**config.mk**
```make
export PLATFORM = sky130hd
export DESIGN_NAME = mem_arbiter_rr
export DESIGN_NICKNAME = d
export VERILOG_FILES = /design/src/rtl/mem_arbiter_rr.sv
export SDC_FILE = /design/constraint.sdc
export NUM_CORES = 1
export LEC_CHECK = 0
export CORE_MARGIN = 4
export CORE_UTILIZATION = 39
export DETAILED_ROUTE_END_ITERATION = 16
export PLACE_DENSITY = 0.82
export SYNTH_ARGS = -nofsm -noshare
export SYNTH_HDL_FRONTEND = slang
export SYNTH_SLANG_ARGS = --single-unit
```
**constraint.sdc**
```tcl
create_clock -name clk -period 1.8 [get_ports clk]
set_clock_uncertainty 0.1 [all_clocks]
set_input_delay 0.36 -clock clk [delete_from_list [all_inputs] [get_ports clk]]
set_output_delay 0.36 -clock clk [all_outputs]
set_load 0.05 [all_outputs]
```
**src/rtl/mem_arbiter_rr.sv**
```systemverilog
// mem_arbiter_rr: round-robin arbiter/controller that lets NCORES cores share
// one single-port synchronous RAM with a req/grant/done handshake.
//
// Build option: define ARB_PRIO0_EN to give core 0 fixed top priority.
// The other cores still rotate among themselves. Default build: pure round-robin.
//
// state    | meaning
// ---------+------------------------------------------------------------
// ST_IDLE  | RAM free; arbitrate among requesting cores
// ST_ISSUE | one cycle driving the RAM (write commits at the next edge)
// ST_WAIT  | read in flight; count down RD_LAT edges, then capture ram_q
// ST_DONE  | one-cycle done pulse; no arbitration in this cycle

module mem_arbiter_rr #(
   parameter int NCORES = 4,
   parameter int DW     = 8,
   parameter int AW     = 8,
   parameter int RD_LAT = 1
) (
   input  logic                 clk,
   input  logic                 rst_n,
   input  logic [NCORES-1:0]    req,
   input  logic [NCORES-1:0]    wren,
   input  logic [NCORES*AW-1:0] addr,
   input  logic [NCORES*DW-1:0] din,
   output logic [NCORES-1:0]    grant,
   output logic [NCORES-1:0]    done,
   output logic [NCORES*DW-1:0] dq,
   output logic [AW-1:0]        ram_addr,
   output logic [DW-1:0]        ram_din,
   output logic                 ram_wren,
   input  logic [DW-1:0]        ram_q
);

   localparam int PW = (NCORES > 1) ? $clog2(NCORES) : 1;
   localparam int CW = $clog2(RD_LAT + 1);

   typedef enum logic [1:0] {
      ST_IDLE  = 2'd0,
      ST_ISSUE = 2'd1,
      ST_WAIT  = 2'd2,
      ST_DONE  = 2'd3
   } state_t;

   state_t               state, state_nxt;
   logic [PW-1:0]        ptr, ptr_nxt;
   logic [PW-1:0]        owner, owner_nxt;
   logic [CW-1:0]        cnt, cnt_nxt;
   logic [NCORES-1:0]    grant_nxt, done_nxt;
   logic [NCORES*DW-1:0] dq_nxt;
   logic [AW-1:0]        ram_addr_nxt;
   logic [DW-1:0]        ram_din_nxt;
   logic                 ram_wren_nxt;

   logic [PW-1:0]        win;
   logic                 win_vld;
   logic [PW:0]          scan_idx;

   // Winner search: first requester scanning ptr, ptr+1, ... modulo NCORES.
   // scan_idx has one spare bit so ptr+k never wraps before the modulo fixup.
   always_comb begin
      win      = '0;
      win_vld  = 1'b0;
      scan_idx = '0;
      for (int k = 0; k < NCORES; k++) begin
         scan_idx = {1'b0, ptr} + (PW+1)'(k);
         if (scan_idx >= (PW+1)'(NCORES)) begin
            scan_idx = scan_idx - (PW+1)'(NCORES);
         end
         if (!win_vld && req[scan_idx[PW-1:0]]) begin
            win     = scan_idx[PW-1:0];
            win_vld = 1'b1;
         end
      end
`ifdef ARB_PRIO0_EN
      if (req[0]) begin
         win     = '0;
         win_vld = 1'b1;
      end
`endif
   end

   // Next-state and registered-output logic; every register holds by default,
   // except done and ram_wren which are single-cycle pulses.
   always_comb begin
      state_nxt    = state;
      ptr_nxt      = ptr;
      owner_nxt    = owner;
      cnt_nxt      = cnt;
      grant_nxt    = grant;
      done_nxt     = '0;
      dq_nxt       = dq;
      ram_addr_nxt = ram_addr;
      ram_din_nxt  = ram_din;
      ram_wren_nxt = 1'b0;

      case (state)
         ST_IDLE: begin
            if (win_vld) begin
               owner_nxt    = win;
               grant_nxt    = {{(NCORES-1){1'b0}}, 1'b1} << win;
               ram_addr_nxt = addr[win*AW +: AW];
               ram_din_nxt  = din[win*DW +: DW];
               ram_wren_nxt = wren[win];
               ptr_nxt      = (win == PW'(NCORES-1)) ? '0 : win + 1'b1;
`ifdef ARB_PRIO0_EN
               // A core-0 win is out of band and must not disturb the rotation.
               if (win == '0) begin
                  ptr_nxt = ptr;
               end
`endif
               state_nxt    = ST_ISSUE;
            end
         end

         ST_ISSUE: begin
            // ram_wren still holds the captured write select of the owner.
            if (ram_wren) begin
               grant_nxt       = '0;
               done_nxt[owner] = 1'b1;
               state_nxt       = ST_DONE;
            end else begin
               cnt_nxt   = CW'(RD_LAT - 1);
               state_nxt = ST_WAIT;
            end
         end

         ST_WAIT: begin
            if (cnt == '0) begin
               dq_nxt[owner*DW +: DW] = ram_q;
               grant_nxt              = '0;
               done_nxt[owner]        = 1'b1;
               state_nxt              = ST_DONE;
            end else begin
               cnt_nxt = cnt - 1'b1;
            end
         end

         ST_DONE: begin
            state_nxt = ST_IDLE;
         end

         default: begin
            state_nxt = ST_IDLE;
         end
      endcase
   end

   // State and output registers; reset aborts any access in flight.
   always_ff @(posedge clk or negedge rst_n) begin
      if (!rst_n) begin
         state    <= ST_IDLE;
         ptr      <= '0;
         owner    <= '0;
         cnt      <= '0;
         grant    <= '0;
         done     <= '0;
         dq       <= '0;
         ram_addr <= '0;
         ram_din  <= '0;
         ram_wren <= 1'b0;
      end else begin
         state    <= state_nxt;
         ptr      <= ptr_nxt;
         owner    <= owner_nxt;
         cnt      <= cnt_nxt;
         grant    <= grant_nxt;
         done     <= done_nxt;
         dq       <= dq_nxt;
         ram_addr <= ram_addr_nxt;
         ram_din  <= ram_din_nxt;
         ram_wren <= ram_wren_nxt;
      end
   end

endmodule

```
==> flow_summary.toml <==
[status]
status = "complete, but fails checks"
violations = "setup timing"

[sta]
setup_viol = 9
fin_crit_ns = 1.85
setup_tns_ns = -0.252
finalCritPeriodShare_pct = 103
max_freq_mhz = 539
rsz0062_at_grt = "true"
drv_slew = 0
worst_slew_pin_slew_ns = 0.367
hold_viol_final = 0
maxSlewHeadroom_pct = 75.5
setup_ws_ns = -0.0549

[worst_setup_path]
cp-start-kind = "register"
r2r_slack_ns = -0.05
worst-setup-path-type = "register to register"
critPathMaxFanout = 6
crit_required_ns = 1.93
cp-end-kind = "register"
critPathArrivalTime_ns = 1.99

[final_layout]
antenna_cells = 0
drive_gt1_share_pct = 29.3
final_design_area_no_fill_um2 = 5180
area_growth_pct = 58.7
nets = 555
fillers = 661
final_util_pct = 63.4

[worst_hold_path]
hold_class = "register to register"

[synth]
yosys_warnings = 0
synth_cells = 292
synth.avg_cell_area_um2 = 11.2
synth_edf_count = 0
seq_area_frac_synth_pct = 48.3
yosysUniqueCellTypes = 41
ys_ff_latch = 63
syn-cell-area_um2 = 3270
async_reset_ff_share_pct = 100
synthFlopType = "dfrtp_1"
syn-num-nets = 388

[power_and_ir_drop]
switching_share_pct = 48.0
clkPwrFrac_pct = 13.5
power_per_cell_area_nw_per_um2 = 1780
p_leak_nw = 2.40
netSwitchingPower_mw = 4.43
vdd_drop_max_mv = 0.707
seqPwrFrac_pct = 25.8
internal-power_mw = 4.80
pwr-share-comb_pct = 60.7

[die]
initial_core_util_pct = 39.9
fp.dieW_um = 99.5
core_um2 = 8180
die_y_um = 99.5
die_area_um2 = 9900
ioPinCount = 139
rows = 33

[routing]
drt-initial-drc-count = 99
wl_um = 9660
final_antenna_net_count = 0
routedWlPerCell_um = 17.0
drt-pass1-iter-count = 4
viasPerCell = 5.34
num_vias = 3036
drcViolationCount = 0

[clock_tree]
clock_latency_ns = 0.34
clockBufferDepth = 2
path_clk_slew_ns = 0.08
htreeDepth = 3
clkSinkCount = 63
cts-root-buf = "clkbuf_8"
cts_tree = "built"
cts-buffers-inserted = 9

[flow_run]
cap_violations = 0

[global_route]
antenna_found_initial = 0
grt_max_degree = 64
grt.overflow.total = 0
grt_pass1_wl_um = 15500
grt_usage_pct = 19.7
grt_pass1_vias = 3156

[place]
post_dp_cell_area_um2 = 4800
port_buffers = 138
gp_congestion = 0.831
post-place-ws_ns = -0.500
hpwl_um = 7540
final timing paths:
check,startpoint,endpoint,cells after the start
setup / recovery,ptr[1],ptr[1],6
hold / removal,ram_addr[3],ram_addr[3],2
setup reg to reg,ptr[1],ptr[1],6
hold reg to reg,ram_addr[3],ram_addr[3],2
max in group asynchronous,rst_n,state[0],3
min in group asynchronous,rst_n,grant[2],3
critical path, cell delays in order (launching register included):
cell and delay [ns]:
dfrtp_2 0.45, nor2b_4 0.14, o21a_1 0.22, nor3_4 0.24, buf_4 0.15, ha_4 0.18
mux2_4 0.26
metrics by stage:
stage | hold slack (ns) | total power, mW | instances
detailed placement | 0.301 | 7.73 | 548
global route | 0.419 | 9.74 | 569
finish | 0.402 | 9.23 | 569
floorplan | -0.0356 | 5.89 | 292
CTS | 0.405 | 9.07 | 566
global placement | 0.293 | 7.58 | 548
timing repair:
action,CTS,global route
pin swaps,0,4
endpoints found under the hold margin,63,0
setup endpoints to repair,22,33
hold buffers,1,0
setup buffers,1,4
gates cloned,0,0
gates resized for setup,13,28
cell families (layout without fill, tap and decap cells):
kind of cell | after synthesis | in the layout | share of synthesized area, %
AOI/OAI and AO/OA | 99 | 99 | 22.8
and+or+nand+nor | 71 | 71 | 13.8
DFF | 63 | 63 | 48.3
buffers and inverters | 26 | 198 | 3.95
muxes | 19 | 19 | 5.86
adders and majority gates | 14 | 14 | 5.36
Yosys cell counts (5+ instances only):
library cell | number | area, um2
o211ai_1 | 16 | 120
ha_1 | 14 | 175
clkbuf_1 | 5 | 18.8
o31a_1 | 13 | 114
mux2i_1 | 18 | 180
o21ai_0 | 15 | 75.1
dfrtp_1 | 63 | 1580
a22o_1 | 32 | 280
o21ai_1 | 6 | 30.0
and4_1 | 13 | 114
buf_2 | 6 | 30.0
inv_1 | 10 | 37.5
nand2_1 | 28 | 105
routing by layer:
metal / track usage (%) / up-vias / wire (um) / share of wire, %
met4: 5.78 / 0 / 136 / 1.4
met1: 24.5 / 1455 / 4000 / 41
met2: 33.4 / 125 / 4770 / 49
met5: 0 / - / 0 / 0
li1: - / 1444 / - / -
met3: 5.68 / 12 / 749 / 7.8
cells in the final DEF, fill, tap and decap left out, types with 3 or more instances in the layout:
cell type        count
nand3b_1             4
a21o_1               4
buf_4               83
o211ai_1            16
dfrtp_1             62
clkdlybuf4s50_1     76
inv_1                9
ha_1                 8
nand4_1              3
nand2_1             28
nand2b_1             3
o21ai_0              6
o21ai_1             12
ha_4                 3
and2_1               4
a22o_1              32
ha_2                 3
o31ai_1              4
clkbuf_8             9
o31a_1              13
and4_1              13
buf_6                3
buf_12               3
o21ai_2              3
mux2i_1             15
power by group through the flow:
stage	logic, mW	registers [mW]	clock network, mW
3_3_place_gp	5.20	2.38	0
5_1_grt	5.95	2.46	1.33
4_1_cts	5.41	2.38	1.28
6_report	5.60	2.38	1.25
3_5_place_dp	5.33	2.40	0
2_1_floorplan	1.82	4.07	0
final cells by class:
type / count / area (um2) / area share [%]
well taps: 105 / 131 / 2.54
clock inverters: 7 / 80.1 / 1.55
clock buffers: 9 / 124 / 2.39
inverters: 11 / 41.3 / 0.797
flip-flops and latches: 63 / 1580 / 30.4
repair buffers: 171 / 1540 / 29.6
multi-input cells: 203 / 1690 / 32.7
state kept, by name, indices dropped and copies added, names as in the netlist:
name,count
ram_wren,1
ram_din,8
grant,4
done,4
owner,2
state,2
ram_addr,8
ptr,2
dq,32
Note: power is estimated with default switching activity, not from simulation.
